==> src/rtl/cache_write_arbiter_if.sv <==
// Bundle between the per-port input controllers, the write arbiter and the cache write side.
// valid/ready: a cell on port i moves on a rising edge only when in_vld[i] and in_rdy[i] are both high.
// The forwarded stream (out_vld) is push-only; out_rdy is sampled by the arbiter before it accepts.
interface cache_write_arbiter_if #(
  parameter int NUM_PORTS    = 16,
  parameter int PORT_NUM_BIT = 4,
  parameter int PRI_NUM_BIT  = 3,
  parameter int DATA_BIT     = 73
);
  logic [NUM_PORTS-1:0]             in_req;
  logic [NUM_PORTS*PRI_NUM_BIT-1:0] in_pri;
  logic [NUM_PORTS-1:0]             in_vld;
  logic [NUM_PORTS-1:0]             in_last;
  logic [NUM_PORTS*DATA_BIT-1:0]    in_data;
  logic [NUM_PORTS-1:0]             in_rdy;
  logic                             out_rdy;
  logic                             cache_afull;
  logic [NUM_PORTS-1:0]             gnt;
  logic                             out_vld;
  logic [DATA_BIT-1:0]              out_data;
  logic                             out_last;
  logic [PORT_NUM_BIT-1:0]          out_src;
  logic                             busy;
  logic                             err_timeout;
  logic                             dbg_state;

  modport master (
    output in_req, in_pri, in_vld, in_last, in_data, out_rdy, cache_afull,
    input  in_rdy, gnt, out_vld, out_data, out_last, out_src, busy, err_timeout, dbg_state
  );

  modport slave (
    input  in_req, in_pri, in_vld, in_last, in_data, out_rdy, cache_afull,
    output in_rdy, gnt, out_vld, out_data, out_last, out_src, busy, err_timeout, dbg_state
  );
endinterface

==> src/rtl/cache_write_arbiter.sv <==
// Packet-level arbiter for the shared cache write port: strict priority, round-robin among
// equal priorities, grant held for a whole packet, cells forwarded with one cycle of latency.
module cache_write_arbiter #(
  parameter int NUM_PORTS    = 16,
  parameter int PORT_NUM_BIT = 4,
  parameter int PRI_NUM_BIT  = 3,
  parameter int DATA_BIT     = 73,
  parameter int TIMEOUT      = 255
) (
  input logic                  clk,
  input logic                  rst_n,
  cache_write_arbiter_if.slave bus
);

  localparam int CNT_W = $clog2(TIMEOUT + 1);
  localparam logic [CNT_W-1:0] CNT_LAST = CNT_W'(TIMEOUT - 1);
  localparam logic [PORT_NUM_BIT:0] NP = (PORT_NUM_BIT + 1)'(NUM_PORTS);

  typedef enum logic {IDLE = 1'b0, XFER = 1'b1} state_t;

  state_t                  state;
  logic [NUM_PORTS-1:0]    gnt_q;
  logic [PORT_NUM_BIT-1:0] cur;
  logic [PORT_NUM_BIT-1:0] rr_ptr;
  logic [CNT_W-1:0]        idle_cnt;
  logic                    out_vld_q;
  logic [DATA_BIT-1:0]     out_data_q;
  logic                    out_last_q;
  logic [PORT_NUM_BIT-1:0] out_src_q;
  logic                    err_q;

  logic [PRI_NUM_BIT-1:0]  pri_a [NUM_PORTS];
  logic [DATA_BIT-1:0]     data_a [NUM_PORTS];
  logic [PRI_NUM_BIT-1:0]  max_pri;
  logic [PORT_NUM_BIT-1:0] win;
  logic                    found;
  logic [PORT_NUM_BIT:0]   scan_sum;
  logic [PORT_NUM_BIT-1:0] scan_idx;
  logic                    accept;

  for (genvar g = 0; g < NUM_PORTS; g++) begin : g_unpack
    assign pri_a[g]  = bus.in_pri[g*PRI_NUM_BIT +: PRI_NUM_BIT];
    assign data_a[g] = bus.in_data[g*DATA_BIT +: DATA_BIT];
  end

  // Highest requesting priority first, then the first matching port after the last winner.
  always_comb begin
    max_pri  = '0;
    win      = rr_ptr;
    found    = 1'b0;
    scan_sum = '0;
    scan_idx = '0;
    for (int i = 0; i < NUM_PORTS; i++) begin
      if (bus.in_req[i] && (pri_a[i] > max_pri)) max_pri = pri_a[i];
    end
    for (int k = 1; k <= NUM_PORTS; k++) begin
      scan_sum = {1'b0, rr_ptr} + (PORT_NUM_BIT + 1)'(k);
      if (scan_sum >= NP) scan_sum = scan_sum - NP;
      scan_idx = scan_sum[PORT_NUM_BIT-1:0];
      if (!found && bus.in_req[scan_idx] && (pri_a[scan_idx] == max_pri)) begin
        win   = scan_idx;
        found = 1'b1;
      end
    end
  end

  assign accept = (state == XFER) && bus.in_vld[cur] && bus.out_rdy;

  always_ff @(posedge clk or negedge rst_n) begin
    if (!rst_n) begin
      state      <= IDLE;
      gnt_q      <= '0;
      cur        <= '0;
      rr_ptr     <= PORT_NUM_BIT'(NUM_PORTS - 1);
      idle_cnt   <= '0;
      out_vld_q  <= 1'b0;
      out_data_q <= '0;
      out_last_q <= 1'b0;
      out_src_q  <= '0;
      err_q      <= 1'b0;
    end else begin
      out_vld_q <= 1'b0;
      err_q     <= 1'b0;
      unique case (state)
        IDLE: begin
          if (!bus.cache_afull && (bus.in_req != '0)) begin
            gnt_q    <= NUM_PORTS'(1) << win;
            cur      <= win;
            rr_ptr   <= win;
            idle_cnt <= '0;
            state    <= XFER;
          end
        end
        XFER: begin
          if (accept) begin
            out_vld_q  <= 1'b1;
            out_data_q <= data_a[cur];
            out_last_q <= bus.in_last[cur];
            out_src_q  <= cur;
            idle_cnt   <= '0;
            if (bus.in_last[cur]) begin
              gnt_q <= '0;
              state <= IDLE;
            end
          end else if (!bus.in_vld[cur] && bus.out_rdy) begin
            // Stalls caused by the cache side are not the source's fault, so only these count.
            if (idle_cnt == CNT_LAST) begin
              gnt_q    <= '0;
              state    <= IDLE;
              err_q    <= 1'b1;
              idle_cnt <= '0;
            end else begin
              idle_cnt <= idle_cnt + 1'b1;
            end
          end
        end
        default: state <= IDLE;
      endcase
    end
  end

  assign bus.in_rdy      = gnt_q & {NUM_PORTS{bus.out_rdy}};
  assign bus.gnt         = gnt_q;
  assign bus.out_vld     = out_vld_q;
  assign bus.out_data    = out_data_q;
  assign bus.out_last    = out_last_q;
  assign bus.out_src     = out_src_q;
  assign bus.busy        = (state == XFER);
  assign bus.err_timeout = err_q;
  assign bus.dbg_state   = state;

endmodule

==> src/flat_wrapper.sv <==
// flat-port wrapper written by rule: the top's interface ports become plain ports
module cache_write_arbiter_flat 
#(
  parameter int NUM_PORTS    = 16,
  parameter int PORT_NUM_BIT = 4,
  parameter int PRI_NUM_BIT  = 3,
  parameter int DATA_BIT     = 73,
  parameter int TIMEOUT      = 255
)
  (clk, rst_n, bus_in_req, bus_in_pri, bus_in_vld, bus_in_last, bus_in_data, bus_out_rdy, bus_cache_afull, bus_in_rdy, bus_gnt, bus_out_vld, bus_out_data, bus_out_last, bus_out_src, bus_busy, bus_err_timeout, bus_dbg_state);
  cache_write_arbiter_if #(.NUM_PORTS(NUM_PORTS), .PORT_NUM_BIT(PORT_NUM_BIT), .PRI_NUM_BIT(PRI_NUM_BIT), .DATA_BIT(DATA_BIT)) bus_i ();
  input logic clk;
  input logic rst_n;
  input wire logic [$bits(bus_i.in_req)-1:0] bus_in_req;
  input wire logic [$bits(bus_i.in_pri)-1:0] bus_in_pri;
  input wire logic [$bits(bus_i.in_vld)-1:0] bus_in_vld;
  input wire logic [$bits(bus_i.in_last)-1:0] bus_in_last;
  input wire logic [$bits(bus_i.in_data)-1:0] bus_in_data;
  input wire logic [$bits(bus_i.out_rdy)-1:0] bus_out_rdy;
  input wire logic [$bits(bus_i.cache_afull)-1:0] bus_cache_afull;
  output wire logic [$bits(bus_i.in_rdy)-1:0] bus_in_rdy;
  output wire logic [$bits(bus_i.gnt)-1:0] bus_gnt;
  output wire logic [$bits(bus_i.out_vld)-1:0] bus_out_vld;
  output wire logic [$bits(bus_i.out_data)-1:0] bus_out_data;
  output wire logic [$bits(bus_i.out_last)-1:0] bus_out_last;
  output wire logic [$bits(bus_i.out_src)-1:0] bus_out_src;
  output wire logic [$bits(bus_i.busy)-1:0] bus_busy;
  output wire logic [$bits(bus_i.err_timeout)-1:0] bus_err_timeout;
  output wire logic [$bits(bus_i.dbg_state)-1:0] bus_dbg_state;
  assign bus_i.in_req = bus_in_req;
  assign bus_i.in_pri = bus_in_pri;
  assign bus_i.in_vld = bus_in_vld;
  assign bus_i.in_last = bus_in_last;
  assign bus_i.in_data = bus_in_data;
  assign bus_i.out_rdy = bus_out_rdy;
  assign bus_i.cache_afull = bus_cache_afull;
  assign bus_in_rdy = bus_i.in_rdy;
  assign bus_gnt = bus_i.gnt;
  assign bus_out_vld = bus_i.out_vld;
  assign bus_out_data = bus_i.out_data;
  assign bus_out_last = bus_i.out_last;
  assign bus_out_src = bus_i.out_src;
  assign bus_busy = bus_i.busy;
  assign bus_err_timeout = bus_i.err_timeout;
  assign bus_dbg_state = bus_i.dbg_state;
  cache_write_arbiter #(.NUM_PORTS(NUM_PORTS), .PORT_NUM_BIT(PORT_NUM_BIT), .PRI_NUM_BIT(PRI_NUM_BIT), .DATA_BIT(DATA_BIT), .TIMEOUT(TIMEOUT)) u_core (.clk(clk), .rst_n(rst_n), .bus(bus_i));
endmodule
==> config.mk <==
export PLATFORM = sky130hd
export DESIGN_NAME = cache_write_arbiter_flat
export DESIGN_NICKNAME = d
export VERILOG_FILES = /design/src/rtl/cache_write_arbiter_if.sv /design/src/rtl/cache_write_arbiter.sv /design/src/flat_wrapper.sv
export SDC_FILE = /design/constraint.sdc
export NUM_CORES = 1
export LEC_CHECK = 0
export CORE_AREA = 8 8 534 536
export DETAILED_ROUTE_END_ITERATION = 16
export DIE_AREA = 0 0 542 544
export PLACE_DENSITY = 0.3
export SYNTH_ARGS = -nofsm -noshare
export SYNTH_HDL_FRONTEND = slang
export SYNTH_SLANG_ARGS = --single-unit
export TNS_END_PERCENT = 50
==> constraint.sdc <==
create_clock -name clk -period 13.25 [get_ports clk]
set_input_delay 2.65 -clock clk [delete_from_list [all_inputs] [get_ports clk]]
set_output_delay 2.65 -clock clk [all_outputs]
set_load 0.01 [all_outputs]
# == After elaboration in Yosys (flattened, before gate mapping) ==
# Index checks and enable logic that the tools add are counted.
# totals
reg_bits,113
input_bits,1268
word_cells,396
# classes
add_sub_neg,33
order_cmp,66
n_eq_ne,21
shift,1
n_mux,173
n_bitwise,19
n_reduce_logical,73
# ops
operator,n
$bmux 73 s4,1
$bmux 3 s4,16
$ge 5x5->1 const B,33
$mux 73,2
$mux 3,48
$mux 4,32
$lt 4x5->1 const B,17
$not 4->5,17
$mux 16,5
$bmux 1 s4,18
$sub 4x1->4 const B,16
$logic_and 1x1->1,51
$eq 3x3->1,16
$gt 3x3->1,15
$mux 1,44
$add 4x4->5 const B,8
$mux 8,4
$pmux 16 s2,1
$add 4x3->5 const B,4
$logic_not 1->1,17
$and 16x16->16,1
$pmux 8 s2,1
$reduce_bool 16->1,1
$shl 1x4->16 const A,1
other kinds (12),17

# == Logic depth before layout (Yosys ltp) ==
# depth
depth_word,114
ltp_mapped,122
mapped_depth_nobuf,118

# == Worst setup path before layout ==
# OpenSTA, ideal clock, no wires.
# synth_timing
kind,input-to-reg
start,in bus_in_pri[2]
end,"reg u_core.gnt_q[0], in the netlist u_core.bus.gnt[0]"
setup_ps,110
t_arrival_ps,23260
required_ps,13140
slack_ps,-10120
stages,114
n_path_buf,5
path_cell_list,nand2_1 > ha_1 > nor2_1 > a31o_2 > nor2_4 > mux2_2 > ha_1 > nor2_1 > nand2_1 > o21ai_0 > a21oi_1 > o311a_1 > ha_1 > nor3b_1 > o221a_2 > a21oi_1 > o21ai_0 > a2bb2oi_1 > [78 not listed] > nand2b_1 > nand3_1 > nor2_1 > a41oi_1 > clkbuf_1 > buf_1 > mux4_2 > o221ai_1 > nand4b_1 > o2111ai_1 > o22a_2 > or3_1 > clkbuf_1 > or2_0 > a221o_1 > o21a_1 > buf_4 > o41ai_1
# synth_between
elab_chain_len,114
word_cells_on_any_way,192
cone_classes,order compare (16); eq/ne (16); shift (1); mux (97); reduce/logical (62)
# synth_rtl
element,line_no,source
start: declaration,flat_wrapper.sv:15,input wire logic [$bits(bus_i.in_pri)-1:0] bus_in_pri;
$gt 3x1->1,cache_write_arbiter.sv:54,if (bus.in_req[i] && (pri_a[i] > max_pri)) max_pri = pri_a[i];
$logic_and 1x1->1,cache_write_arbiter.sv:54,
$mux 3,cache_write_arbiter.sv:54,
$gt 3x3->1,cache_write_arbiter.sv:54,
$logic_and 1x1->1,cache_write_arbiter.sv:54,
$mux 3,cache_write_arbiter.sv:54,
$gt 3x3->1,cache_write_arbiter.sv:54,
$logic_and 1x1->1,cache_write_arbiter.sv:54,
[96 not listed],--,
$logic_and 1x1->1 (2 in series),cache_write_arbiter.sv:60,if (!found && bus.in_req[scan_idx] && (pri_a[scan_idx] == max_pri)) begin
$mux 1,cache_write_arbiter.sv:60,
$logic_not 1->1,cache_write_arbiter.sv:60,
$logic_and 1x1->1 (2 in series),cache_write_arbiter.sv:60,
$mux 4 (*),cache_write_arbiter.sv:60,
$shl 1x4->16 (*),cache_write_arbiter.sv:87,gnt_q <= NUM_PORTS'(1) << win;
$mux 16 (*),cache_write_arbiter.sv:86,if (!bus.cache_afull && (bus.in_req != '0)) begin
$pmux 16 s2 (*),cache_write_arbiter.sv:84,unique case (state)
end signal: assignment,cache_write_arbiter.sv:87,
end: declaration,cache_write_arbiter.sv:22,logic [NUM_PORTS-1:0] gnt_q;
# Mark *: on every way between the ends. The rest lies on a longest branch, timed or not. The select of a mux whose other input is x is not followed.
# A chain may end at the register's enable or synchronous reset.

# == Final worst setup path ==
# layout_timing
start,in bus_in_pri[1]
end,"reg u_core.gnt_q[8], in the netlist u_core.bus.gnt[8]"
# Same word-level chain as after synthesis.

==> results_dict.tcl <==
set metrics [dict create \
    synth-simple-area-share 0.1175 \
    design_area_sq_um 44510 \
    hp-start "u_core.bus.out_data[57]$_DFFE_PN0P_" \
    row_count 194 \
    vdd_drop_max_mv 0.3065 \
    core-area_sq_um 277200 \
    cellPowerDensity_nw_per_um2 259.7 \
    post-route-period-util 1.668 \
    relSlewSlack 0.1576 \
    grt_use_total 0.2083 \
    ff2ff_setup_slack_ps 6300 \
    drt-total-wl_mm 321.6 \
    crit_top_cell "ha_4" \
    dr.pass1.iters 6 \
    layout.nets 4856 \
    max-cap-violations 0 \
    yosysMostFrequentCell "mux4_2" \
    hold_path.class "reg2reg" \
    synth_top_family_by_area "multiplexers" \
    fill_cells 31080 \
    dp_hpwl_mm 294.2 \
    yosys.area.top_type "mux4_2" \
    ios 1382 \
    critPathMaxFanout 5 \
    die_h_microns 544 \
    syn_area_per_cell_sq_um 11.08 \
    detail_route.wl_per_cell_microns 43.43 \
    end_kind "register" \
    place.port_buffers 1381 \
    ys_types 108 \
    drtIter0Drc 1921 \
    holdBufCountCts 0 \
    required_ps 13690 \
    finalSetupViolCount 24 \
    grt_setup_unrepaired "yes" \
    vias_per_cell 3.732 \
    synth-xor-area-share 0.02026 \
    grt_start_max_net_pins 103 \
    hold_depth 2 \
    clk_latency_ps 570 \
    reg2reg_depth 19 \
    grt_pass1_wl_mm 383.9 \
    die_w_microns 542 \
    synth_seq_area_share 0.1314 \
    layout-drive-gt1-share 0.3251 \
    vias 27635 \
    cts_tree "done" \
    ys_top_cells_by_area "mux4_2, dfrtp_1, mux2_2, mux2i_1, nand2_1" \
    grt_pass1_vias 28357 \
    critical_path_class "in2reg" \
    start_kind "input port" \
    syn-instance-count 1945 \
    max_freq_mhz 45.24 \
    r2r-end "u_core.bus.gnt[8]$_DFFE_PN0P_" \
    root_buffer "clkbuf_16" \
    path_clk_slew_ps 50 \
    netlist_area_sq_um 21560 \
    worst_slew_pin_slew_ps 1255 \
    numCtsBuffers 25 \
    clock_sinks 113 \
    synth_top_cell_area_share 0.4378 \
    critPathArrivalTime_ps 22540 \
    cts.path.max_buffers 3 \
    syn2layout_area_growth_pct 106.5 \
    synth-compound-area-share 0.1363 \
    r2r_start "u_core.rr_ptr[2]$_DFFE_PN1P_" \
    slew_viol_final 0 \
    die_area_sq_um 294800 \
    skew_ps 43.92 \
    cpMaxStageDelayCell "o311a_1" \
    cts_max_level 4 \
    synth.area.mux_share 0.5317 \
    finalWorstPathRequiredPeriod_ps 22100 \
    initial_core_util 0.07777 \
    synth_nets 3242 \
    synthTopCellsByCount "mux4_2, nand2_1, clkbuf_1, dfrtp_1, mux2i_1" \
    crit_path_max_incr_delay_ps 420 \
    place_area_sq_um 42200 \
    synth_seq_cells 113 \
    grt_antenna_before_repair 394 \
    postRouteAntennaNets 0 \
    synthAdderAreaFrac 0.01869 \
    globalplace.congestion 0.9227 \
    hold_viol 0 \
    p_leak_nw 15.50 \
    violations "setup timing" \
    yosysWarningCount 0 \
    ys.flop_type "dfrtp_1" \
    timing.final.ws_setup_ps -8852 \
    async_reset_ff_frac 1.000 \
    hold_end "u_core.bus.out_data[57]$_DFFE_PN0P_" \
    status "complete, but fails checks" \
    finalPower_mw 11.56 \
    gr-total-overflow 0 \
    post-route-drc-count 0 \
    synth_edf_count 0 \
]
## power breakdown
group,switching [mW],internal (mW)
Clock,0.263,0.365
Sequential,0.191,0.514
Combinational,5.62,4.61
Total,6.07,5.49
## layer usage
layer | track usage | vias up | share of wire
li1 | - | 11427 | -
met1 | 0.1971 | 13731 | 0.32
met2 | 0.3902 | 1605 | 0.52
met3 | 0.09386 | 688 | 0.10
met4 | 0.08425 | 184 | 0.050
met5 | 0 | - | 0.0036
## kinds of logic after synthesis
| logic type | count (synthesis) |
|---|---|
| AOI/OAI and AO/OA | 397 |
| xor gates and xnor gates | 49 |
| adders and majority gates | 33 |
| buffers and inverters | 224 |
| DFF | 113 |
| muxes | 610 |
| and+or+nand+nor | 519 |
## registers in the layout (all words and copies together) (netlist names), 4 cells and up
signal / cells
u_core.bus.out_data: 73
u_core.bus.gnt: 16
u_core.idle_cnt: 8
u_core.bus.out_src: 4
u_core.cur: 4
u_core.rr_ptr: 4
## critical path, delay by kind of cell
family | cells | cell delay, ps
multiplexers | 6 | 1850
buffers and inverters | 7 | 870
adder cells (fa/ha/maj) | 18 | 4990
AND/OR/NAND/NOR | 34 | 3730
AO/OA/AOI/OAI | 49 | 8390
## worst max path at each step
stage,to,startpoint,slack (ps)
after floorplan,u_core.cur[2]$_DFFE_PN0P_,bus_in_pri[1],-8730
after global placement,u_core.bus.gnt[10]$_DFFE_PN0P_,bus_in_req[0],-10370
after detailed placement,u_core.bus.gnt[8]$_DFFE_PN0P_,bus_in_req[0],-10490
after CTS,u_core.bus.gnt[12]$_DFFE_PN0P_,bus_in_req[0],-8620
after global routing,u_core.bus.gnt[14]$_DFFE_PN0P_,bus_in_pri[1],-9680
final,u_core.bus.gnt[8]$_DFFE_PN0P_,bus_in_pri[1],-8850
## cell usage in the layout, fill, tap and decap left out, types with 34 or more instances in the layout
master	instances
diode_2	115
mux4_2	419
mux2i_1	95
and2_1	34
nand2_1	198
clkdlybuf4s50_1	1373
a21oi_1	48
mux2_2	84
nand3_1	45
buf_4	362
inv_1	39
dfrtp_1	105
o21ai_0	47
nor2_1	72
## metrics by stage
step / cells / setup WS [ps] / util / setup TNS, ps / hold WS, ps
floorplan: 1945 / -8728 / - / -206900 / 504.7
global placement: 7187 / -10370 / 0.1522 / -245310 / 467.5
detailed placement: 7187 / -10490 / 0.1522 / -247450 / 468.5
CTS: 7273 / -8619 / 0.1576 / -203940 / 483.5
global route: 7368 / -9683 / 0.1603 / -230380 / 510.7
finish: 7404 / -8852 / 0.1606 / -209890 / 484.1
## layout make-up
type | instances | area [sq um] | area share
diodes | 115 | 287.8 | 0.006465
clock buffers | 31 | 698.2 | 0.01568
clock inverters | 2 | 10.01 | 0.0002249
inverters | 43 | 161.4 | 0.003626
multi-input cells | 1609 | 18980 | 0.4263
flip-flops and latches | 113 | 2851 | 0.06406
well taps | 3724 | 4659 | 0.1047
repair buffers | 1767 | 16870 | 0.3790
## what timing repair did
action / CTS / global route
gates resized for setup: 113 / 89
gates cloned: 3 / 0
pin swaps: 78 / 84
endpoints found under the setup margin: 24 / 24
setup buffers: 50 / 19
No activity file was read; power rests on OpenSTA's default activity.
